<file path="config.mk">
export PLATFORM = sky130hd
export DESIGN_NAME = ahb_gpio_arbiter
export DESIGN_NICKNAME = d
export VERILOG_FILES = /design/src/rtl/ahb_gpio_arbiter.sv
export SDC_FILE = /design/constraint.sdc
export NUM_CORES = 1
export LEC_CHECK = 0
export ABC_AREA = 1
export BUFFER_PORTS_ARGS = -buffer_cell sky130_fd_sc_hd__buf_2
export CELL_PAD_IN_SITES_DETAIL_PLACEMENT = 2
export CELL_PAD_IN_SITES_GLOBAL_PLACEMENT = 2
export CORE_MARGIN = 5
export CORE_UTILIZATION = 24
export DETAILED_ROUTE_END_ITERATION = 10
export GPL_ROUTABILITY_DRIVEN = 0
export GPL_TIMING_DRIVEN = 0
export PLACE_DENSITY_LB_ADDON = 0.15
export SYNTH_ARGS = -nofsm -noshare
export SYNTH_HDL_FRONTEND = slang
export SYNTH_SLANG_ARGS = --single-unit
</file>
<file path="constraint.sdc">
create_clock -name HCLK -period 2.4 [get_ports HCLK]
set_input_delay 0.12 -clock HCLK [delete_from_list [all_inputs] [get_ports HCLK]]
set_output_delay 0.12 -clock HCLK [all_outputs]
set_load 0.005 [all_outputs]
</file>
<file path="src/rtl/ahb_gpio_arbiter.sv">
// Two-master AHB-Lite arbiter sharing one slave port. A losing or stalled address
// phase is parked in a per-master holding register and re-issued when the slave is free.
module ahb_gpio_arbiter #(
  parameter int ADDR_WIDTH  = 32,
  parameter int DATA_WIDTH  = 32,
  parameter int ROUND_ROBIN = 0
) (
  input  logic                  HCLK,
  input  logic                  HRESETn,
  input  logic [ADDR_WIDTH-1:0] m0_haddr,
  input  logic [1:0]            m0_htrans,
  input  logic                  m0_hwrite,
  input  logic [2:0]            m0_hsize,
  input  logic                  m0_hmastlock,
  input  logic [DATA_WIDTH-1:0] m0_hwdata,
  output logic [DATA_WIDTH-1:0] m0_hrdata,
  output logic                  m0_hready,
  output logic                  m0_hresp,
  input  logic [ADDR_WIDTH-1:0] m1_haddr,
  input  logic [1:0]            m1_htrans,
  input  logic                  m1_hwrite,
  input  logic [2:0]            m1_hsize,
  input  logic                  m1_hmastlock,
  input  logic [DATA_WIDTH-1:0] m1_hwdata,
  output logic [DATA_WIDTH-1:0] m1_hrdata,
  output logic                  m1_hready,
  output logic                  m1_hresp,
  output logic                  s_hsel,
  output logic [ADDR_WIDTH-1:0] s_haddr,
  output logic [1:0]            s_htrans,
  output logic                  s_hwrite,
  output logic [2:0]            s_hsize,
  output logic                  s_hmastlock,
  output logic [DATA_WIDTH-1:0] s_hwdata,
  output logic                  s_hmaster,
  input  logic [DATA_WIDTH-1:0] s_hrdata,
  input  logic                  s_hready,
  input  logic                  s_hresp
);

  logic [ADDR_WIDTH-1:0] in_addr [2];
  logic [1:0]            in_trans [2];
  logic [2:0]            in_size [2];
  logic [DATA_WIDTH-1:0] in_wdata [2];
  logic [1:0]            in_write, in_lock;

  logic [ADDR_WIDTH-1:0] pend_addr [2];
  logic [1:0]            pend_trans [2];
  logic [2:0]            pend_size [2];
  logic [1:0]            pend_v, pend_write, pend_lock;

  logic [1:0] hready_o, own, live, req, elig, gnt_vec;
  logic       gnt_any, g;
  logic       dvalid, d_owner, lock_valid, lock_owner, rr_ptr, addr_owner;
  logic       lock_idle;
  logic [ADDR_WIDTH-1:0] haddr_q, iss_addr;
  logic [1:0]            iss_trans;
  logic [2:0]            iss_size;
  logic                  iss_write, iss_lock;

  assign in_addr[0]  = m0_haddr;   assign in_addr[1]  = m1_haddr;
  assign in_trans[0] = m0_htrans;  assign in_trans[1] = m1_htrans;
  assign in_size[0]  = m0_hsize;   assign in_size[1]  = m1_hsize;
  assign in_wdata[0] = m0_hwdata;  assign in_wdata[1] = m1_hwdata;
  assign in_write    = {m1_hwrite, m0_hwrite};
  assign in_lock     = {m1_hmastlock, m0_hmastlock};

  // A master owning the data phase sees the slave's hready; otherwise it is
  // stalled only while its address phase sits in the holding register.
  for (genvar m = 0; m < 2; m++) begin : g_master
    assign own[m]      = dvalid & (d_owner == 1'(m));
    assign hready_o[m] = own[m] ? s_hready : ~pend_v[m];
    assign live[m]     = in_trans[m][1] & hready_o[m];
    assign req[m]      = pend_v[m] | live[m];
    assign elig[m]     = req[m] & (~lock_valid | (lock_owner == 1'(m)));
    assign gnt_vec[m]  = gnt_any & (g == 1'(m));
  end

  always_comb begin
    gnt_any = s_hready & (|elig);
    if (ROUND_ROBIN != 0) g = elig[rr_ptr] ? rr_ptr : ~rr_ptr;
    else                  g = ~elig[0];
    iss_addr  = pend_v[g] ? pend_addr[g]  : in_addr[g];
    iss_trans = pend_v[g] ? pend_trans[g] : in_trans[g];
    iss_write = pend_v[g] ? pend_write[g] : in_write[g];
    iss_size  = pend_v[g] ? pend_size[g]  : in_size[g];
    iss_lock  = pend_v[g] ? pend_lock[g]  : in_lock[g];
  end

  // Lock owner went idle without keeping hmastlock asserted.
  assign lock_idle = lock_valid & s_hready & ~pend_v[lock_owner] &
                     ~in_trans[lock_owner][1] & ~in_lock[lock_owner];

  assign s_hsel      = gnt_any;
  assign s_haddr     = gnt_any ? iss_addr : haddr_q;
  assign s_htrans    = gnt_any ? iss_trans : 2'b00;
  assign s_hwrite    = gnt_any & iss_write;
  assign s_hsize     = gnt_any ? iss_size : 3'b000;
  assign s_hmastlock = gnt_any & iss_lock;
  assign s_hmaster   = gnt_any ? g : addr_owner;
  assign s_hwdata    = dvalid ? in_wdata[d_owner] : '0;

  assign m0_hready = hready_o[0];
  assign m1_hready = hready_o[1];
  assign m0_hrdata = own[0] ? s_hrdata : '0;
  assign m1_hrdata = own[1] ? s_hrdata : '0;
  assign m0_hresp  = own[0] & s_hresp;
  assign m1_hresp  = own[1] & s_hresp;

  always_ff @(posedge HCLK or negedge HRESETn) begin
    if (!HRESETn) begin
      for (int m = 0; m < 2; m++) begin
        pend_addr[m]  <= '0;
        pend_trans[m] <= 2'b00;
        pend_size[m]  <= 3'b000;
      end
      pend_v     <= 2'b00;
      pend_write <= 2'b00;
      pend_lock  <= 2'b00;
      haddr_q    <= '0;
      addr_owner <= 1'b0;
      rr_ptr     <= 1'b0;
      dvalid     <= 1'b0;
      d_owner    <= 1'b0;
      lock_valid <= 1'b0;
      lock_owner <= 1'b0;
    end else begin
      for (int m = 0; m < 2; m++) begin
        if (live[m] && !gnt_vec[m]) begin
          pend_v[m]     <= 1'b1;
          pend_addr[m]  <= in_addr[m];
          pend_trans[m] <= in_trans[m];
          pend_write[m] <= in_write[m];
          pend_size[m]  <= in_size[m];
          pend_lock[m]  <= in_lock[m];
        end else if (gnt_vec[m]) begin
          pend_v[m] <= 1'b0;
        end
      end
      if (gnt_any) begin
        haddr_q    <= iss_addr;
        addr_owner <= g;
        if (ROUND_ROBIN != 0) rr_ptr <= ~g;
        if (iss_lock) begin
          lock_valid <= 1'b1;
          lock_owner <= g;
        end else if (lock_valid && (g == lock_owner)) begin
          lock_valid <= 1'b0;
        end
      end else if (lock_idle) begin
        lock_valid <= 1'b0;
      end
      if (s_hready) begin
        dvalid  <= gnt_any;
        d_owner <= g;
      end
    end
  end

endmodule

</file>
==> flow_summary_export.csv, run 1 <==
group,metric,value,unit
outcome,failed_checks,"negative setup slack",
synth,synthXorXnorAreaFrac,0,
cts,cts_tree,"built",
sta,finalCritPeriodShare,1.014,
setup_path,critPathRequiredTime,2.28,ns
setup_path,crit_type,"reg2out",
sta,setup_viol,15,
synth,synth-compound-area-share,0.08597,
job,maxCapViolations,0,
cts,cts_max_level,4,
pwr,power_leakage,6.309,nW
cells_and_area,drive_gt1_frac,0.3594,
detailed_routing,dr.pass1.iters,4,
floorplanning,dieWidth,179.4,um
global_route,grt_pass1_vias,9594,
synth,syn_inst,1048,
sta,worst_pin_slew,0.6785,ns
min_path,worstHoldStart,"m1_haddr[7]",
place,port_buffers,318,
setup_path,critPathMaxFanout,7,
sta,fin_crit,2.435,ns
global_route,antenna_found_initial,3,
global_route,grt_max_degree,65,
setup_path,cp_slowest_cell,"dfrtp_2",
floorplanning,initial_core_util,0.2411,
floorplanning,rows,62,
place,dp_hpwl,26210,um
global_route,grt_usage,0.2183,
cts,clock_latency,0.42,ns
setup_path,reg2reg_depth,16,
synth,synth_top_family_by_area,"simple AND/OR/NAND/NOR gates",
min_path,min_to,"pend_addr[7]",
setup_path,r2r_start,"d_owner",
setup_path,critPathTopFamily,"simple AND/OR/NAND/NOR gates",
detailed_routing,vias_per_cell,4.564,
cells_and_area,nets,1662,
floorplanning,die_area,32170,um2
synth,synthAdderAreaFrac,0,
cts,clkSinkCount,117,
detailed_routing,drc,0,
synth,netlist_area,6884,um2
outcome,status,"finished, violations left",
sta,skew,0.007814,ns
synth,syn-num-nets,1226,
sta,hold_viol_final,0,
place,place_ws,0.05322,ns
detailed_routing,wl,37500,um
synth,synth-seq-area-share,0.4253,
detailed_routing,dr_total_vias,8598,
cells_and_area,final_util,0.3961,
setup_path,endpoint_kind,"primary output",
place,post_dp_cell_area,8990,um2
global_route,grt_overflow,0,
min_path,hp-class,"in2reg",
synth,yosys.cell_types.count,23,
setup_path,crit_chain,"inv_8 > nand3_4 > nand3_4 > nand2_4 > nand2_8 > buf_12 > nand2_8 > nand2_8 > buf_12 > buf_12 > nand3_4 > nand2_4 > nand2_4 > buf_6",
pwr,power_density,1499,nW/um2
detailed_routing,ant_nets,0,
synth,synth-simple-area-share,0.3799,
setup_path,rrSetupSlack,0.15,ns
floorplanning,die_h,179.4,um
synth,ys_seq_elements,117,
synth,avgSynthCellArea,6.569,um2
min_path,hold_depth,3,
setup_path,reg2reg_to,"haddr_q[27]",
cts,clkTransAtPathRegs,0.06,ns
floorplanning,io_pins,319,
sta,maxSlewHeadroom,0.5477,
cells_and_area,syn2layout_area_growth,64.27,%
detailed_routing,drtIter0Drc,227,
sta,rsz0062_at_grt,"true",
sta,holdWs,0.001693,ns
floorplanning,core_region_area,28550,um2
setup_path,slowest_delay,0.44,ns
sta,worst_slack,-0.03473,ns
sta,maxSlewViolCount,0,
cells_and_area,stdcell_area,11310,um2
setup_path,worst-path-buf-inv,5,
pwr,peakVddDrop,0.0006794,V
setup_path,cp.arrival,2.31,ns
synth,synth_mux_area_frac,0,
cts,clockBufferDepth,2,
global_route,grt_pass1_wl,54040,um
cts,cts_buffers,17,
synth,synth_warnings,0,
detailed_routing,wl_per_cell,19.90,um
setup_path,setup.worst_path.start_class,"register",
cts,clockRootBuffer,"clkbuf_16",
sta,max_freq,0.4107,GHz
==> Yosys cell counts (all sizes together) <==
library cell,count,share of area
a21oi,34,0.025
a31oi,1,0.00091
buf,51,0.051
clkbuf,16,0.0089
dfrtp,117,0.43
inv,88,0.049
nand2,458,0.25
nand3,71,0.052
nor2,127,0.071
nor3,1,0.00073
nor4,1,0.00091
o21ai,83,0.060
==> worst max path at each step <==
stage                       end  slack, ns  cells after the start     from
floorplan           haddr_q[22]       0.68                     13  d_owner
global placement     haddr_q[5]      -0.61                      1  HRESETn
detailed placement  s_haddr[30]       0.05                     14  d_owner
CTS                 s_haddr[29]       -0.1                     15  d_owner
global route        s_haddr[19]      -0.14                     14  d_owner
finish              s_haddr[27]      -0.03                     14  d_owner
==> worst reg2reg max path: stages, from the launching register on <==
cell,delay (ns)
dfrtp_2,0.44
inv_8,0.09
nand3_4,0.08
nand3_4,0.11
nand2_4,0.08
nand2_8,0.10
buf_12,0.16
nand2_8,0.06
nand2_8,0.11
buf_12,0.18
buf_12,0.14
nand3_4,0.09
nand2_4,0.09
nand2_4,0.06
buf_6,0.11
buf_4,0.12
buf_4,0.12
==> layout by cell type (no fill, tap or decap), drive strengths merged <==
cell and instances:
a21oi 34, a31oi 1, buf 404, bufinv 3, clkbuf 44, clkinv 4
clkinvlp 2, dfrtp 117, diode 3, dlygate4sd3 60, inv 87, nand2 458
nand3 71, nor2 127, nor3 1, nor4 1, o21ai 83
==> routing by layer <==
layer | part of all wire | track usage | wire (um)
met5 | 0 | 0 | 0
met1 | 0.39 | 0.2449 | 14780
met3 | 0.061 | 0.04490 | 2286
met2 | 0.53 | 0.4266 | 19920
met4 | 0.014 | 0.03999 | 510
==> final cells by class <==
type | count | area (um2)
fillers | 3441 | 17240
multi-input cells | 776 | 3598
flip-flops and latches | 117 | 2930
repair buffers | 419 | 2719
plain buffers | 65 | 608.1
clock buffers | 24 | 501.7
well taps | 384 | 480.5
inverters | 88 | 342.8
clock inverters | 8 | 120.1
diodes | 3 | 7.507
==> where the power goes <==
group / internal, W / switching (W) / leakage, nW
combinational: 0.00457 / 0.00624 / 4.57
sequential: 0.00292 / 0.000503 / 1.44
clock: 0.00177 / 0.000953 / 0.302
total: 0.00925 / 0.00770 / 6.31
==> registers in the layout, indices dropped and copies added, names as in the netlist <==
register    count
pend_size       6
dvalid          1
addr_owner      1
haddr_q        32
pend_write      2
pend_addr      64
pend_trans      4
lock_valid      1
pend_lock       2
pend_v          2
d_owner         1
lock_owner      1
==> through the flow <==
step | TNS [ns] | total power (W) | cells
floorplan | 0 | 0.007946 | 1048
global placement | -70.47 | 0.01128 | 1750
detailed placement | 0 | 0.01151 | 1751
CTS | -2.421 | 0.01576 | 1864
global route | -3.827 | 0.01825 | 1883
finish | -0.2396 | 0.01695 | 1884
==> what timing repair did <==
action | CTS | global route
buffers inserted | 19 | 18
endpoints found under the hold margin | 122 | 0
endpoints found under the setup margin | 40 | 62
hold buffers | 60 | 0
gates resized for setup | 98 | 107
cloned | 3 | 4
pin swaps | 26 | 55
==> kinds of logic after synthesis <==
kind of cell,Yosys count
AOI/OAI and AO/OA,118
and+or+nand+nor,658
DFF,117
buffers and inverters,155
Note: power is estimated with default switching activity, not from simulation.
==> run 2: changes to the inputs <==
--- a/config.mk
+++ b/config.mk
@@ -11,10 +11,12 @@
 export CELL_PAD_IN_SITES_GLOBAL_PLACEMENT = 2
 export CORE_MARGIN = 5
 export CORE_UTILIZATION = 24
+export CTS_CLUSTER_SIZE = 30
 export DETAILED_ROUTE_END_ITERATION = 10
 export GPL_ROUTABILITY_DRIVEN = 0
 export GPL_TIMING_DRIVEN = 0
 export PLACE_DENSITY_LB_ADDON = 0.15
+export SETUP_SLACK_MARGIN = 0.2
 export SYNTH_ARGS = -nofsm -noshare
 export SYNTH_HDL_FRONTEND = slang
 export SYNTH_SLANG_ARGS = --single-unit
==> run 2 against run 1 <==
  * The flow finishes with violations (negative hold slack, negative setup slack)
  * Non-clock buffer count is 11 higher
  * Register-to-register slack got worse by 0.21 ns
  * First-iteration DRC count up 20%
  * Clock-buffer cell count did not move
  * Setup slack lost 0.10 ns
  * Utilization grew 0.78 points
  * Total power increased by 3.0%
  * Sequential share of layout area shrank 0.51 points
  * Design area is 2.0% higher
  * Sequential cell count stayed put
==> flow_summary_export.csv, run 2 (synthesis results as in run 1) <==
group,metric,value,unit
detailed_routing,vias_per_cell,4.560,
global_route,grt_pass1_wl,53990,um
outcome,status,"finished, violations left",
cells_and_area,drive_gt1_frac,0.3747,
floorplanning,die_area,32170,um2
sta,rsz0062_at_grt,"true",
setup_path,cp.arrival,2.42,ns
cells_and_area,final_util,0.4040,
pwr,p_clk_frac,0.156,
min_path,min_to,"pend_addr[53]",
sta,fin_crit,2.540,ns
setup_path,critPathRequiredTime,2.28,ns
cts,cts_max_level,4,
min_path,hp-class,"in2reg",
floorplanning,core_region_area,28550,um2
cts,cts_buffers,17,
pwr,swShare,0.4518,
setup_path,critPathTopFamily,"simple AND/OR/NAND/NOR gates",
setup_path,path_common_cell,"nand2_4",
job,maxCapViolations,0,
detailed_routing,wl_per_cell,19.94,um
floorplanning,die_h,179.4,um
cts,clkSinkCount,117,
sta,finalCritPeriodShare,1.058,
pwr,power_density,1513,nW/um2
global_route,grt_max_degree,65,
setup_path,slowest_delay,0.37,ns
setup_path,reg2reg_depth,18,
cts,clkTransAtPathRegs,0.06,ns
sta,setup_viol,39,
setup_path,reg2reg_to,"haddr_q[27]",
pwr,peakVddDrop,0.0006997,V
cells_and_area,finalNonFillerCells,1895,
global_route,grt_usage,0.2178,
cells_and_area,regMostFlops,"pend_addr",
detailed_routing,wl,37780,um
setup_path,cp_slowest_cell,"dfrtp_1",
detailed_routing,dr_total_vias,8641,
sta,maxSlewViolCount,0,
setup_path,crit_chain,"buf_6 > inv_8 > nand3_4 > nand3_4 > nand2_4 > nand2_8 > buf_12 > buf_16 > buf_12 > nand2_4 > o21ai_2 > nor2_1 > nor2_1 > nand2_4 > nand2_2 > buf_6",
detailed_routing,ant_nets,0,
min_path,hold_depth,3,
setup_path,crit_type,"reg2out",
sta,holdWs,-0.006404,ns
cells_and_area,layout_commonest_cell,"nand2_1",
cts,cts_tree,"built",
setup_path,worst-path-buf-inv,6,
outcome,failed_checks,"negative hold slack, negative setup slack",
detailed_routing,drc,0,
cells_and_area,syn2layout_area_growth,67.52,%
cts,clockBufferDepth,2,
sta,hold_viol_final,2,
setup_path,setup.worst_path.start_class,"register",
floorplanning,initial_core_util,0.2411,
place,dp_hpwl,26210,um
place,port_buffers,318,
sta,skew,0.008790,ns
min_path,worstHoldStart,"m0_haddr[21]",
cells_and_area,largest_reg_flops,64,
sta,worst_pin_slew,0.6806,ns
pwr,combPwrFrac,0.649,
floorplanning,rows,62,
pwr,power_leakage,6.435,nW
cts,clockRootBuffer,"clkbuf_16",
detailed_routing,drtIter0Drc,272,
global_route,grt_overflow,0,
cells_and_area,nets,1673,
sta,fin_tns_setup,-2.776,ns
sta,maxSlewHeadroom,0.5463,
pwr,switchingPower,0.007886,W
setup_path,r2r_start,"d_owner",
pwr,p_int,0.009568,W
floorplanning,dieWidth,179.4,um
floorplanning,io_pins,319,
global_route,grt_pass1_vias,9615,
sta,max_freq,0.3938,GHz
cells_and_area,layout_common_cells,"nand2_1, buf_2, dfrtp_1",
global_route,antenna_found_initial,3,
cts,clock_latency,0.41,ns
pwr,p_seq_frac,0.195,
cells_and_area,top_regs,"pend_addr (64), haddr_q (32), pend_size (6)",
setup_path,rrSetupSlack,-0.06,ns
sta,worst_slack,-0.1395,ns
setup_path,critPathMaxFanout,7,
setup_path,endpoint_kind,"primary output",
place,placed_cells,1751,
detailed_routing,dr.pass1.iters,4,
==> run 2: worst reg2reg max path, cell delays in order, from the launching register on <==
cell     delay [ns]
dfrtp_1        0.37
buf_6          0.13
inv_8          0.07
nand3_4        0.08
nand3_4        0.11
nand2_4        0.08
nand2_8        0.10
buf_8          0.15
nand2_4        0.07
nand2_8        0.11
buf_12         0.18
buf_12         0.15
nand3_4        0.08
nand2_4        0.10
nand2_2        0.07
buf_4          0.13
buf_4          0.12
buf_4          0.12
buf_4          0.12
==> run 2: per-stage QoR <==
stage               power (W)  cell area, um2  setup slack (ns)
floorplan            0.007946            6884            0.6795
global placement      0.01128            8956           -0.6142
detailed placement    0.01151            8990           0.05322
CTS                   0.01579           10780           -0.1095
global route          0.01872           11530           -0.2415
finish                0.01745           11530           -0.1395
==> run 2: timing repair <==
action / 4_1_cts / 5_1_grt
gates resized for setup: 99 / 141
endpoints found under the hold margin: 123 / 0
cloned: 3 / 5
endpoints found under the setup margin: 54 / 104
setup buffers: 20 / 20
hold buffers: 61 / 0
pin swaps: 23 / 46
==> run 2: how the worst max path moves through the flow <==
stage	depth (start not counted)	endpoint	slack (ns)	startpoint
3_5_place_dp	14	s_haddr[30]	0.05	d_owner
6_report	16	s_haddr[27]	-0.14	d_owner
2_1_floorplan	13	haddr_q[22]	0.68	d_owner
5_1_grt	16	s_haddr[22]	-0.24	d_owner
4_1_cts	17	s_haddr[12]	-0.11	d_owner
3_3_place_gp	1	haddr_q[5]	-0.61	HRESETn
==> run 2: final cells by class <==
| cell class | instances | area [um2] |
|---|---|---|
| Fill cell | 3418 | 17020 |
| Multi-Input combinational cell | 776 | 3649 |
| Sequential cell | 117 | 2929 |
| Timing Repair Buffer | 428 | 2864 |
| Buffer | 67 | 635.6 |
| Clock buffer | 24 | 501.7 |
| Tap cell | 384 | 480.5 |
| Inverter | 88 | 345.3 |
| Clock inverter | 8 | 120.1 |
| Antenna cell | 3 | 7.507 |
==> run 2: metal layers <==
layer | vias up | GRT usage | share of wire
met4 | 0 | 0.03554 | 0.013
li1 | 4119 | - | -
met1 | 4268 | 0.2448 | 0.40
met3 | 27 | 0.04448 | 0.055
met2 | 227 | 0.4275 | 0.53
met5 | - | 0 | 0
==> run 2: power by group through the flow <==
stage               Sequential, W  Clock (W)  Combinational [W]
global route              0.00350    0.00285             0.0124
detailed placement        0.00337          0            0.00814
floorplan                 0.00325          0            0.00469
CTS                       0.00337    0.00275            0.00967
finish                    0.00341    0.00272             0.0113
global placement          0.00333          0            0.00795
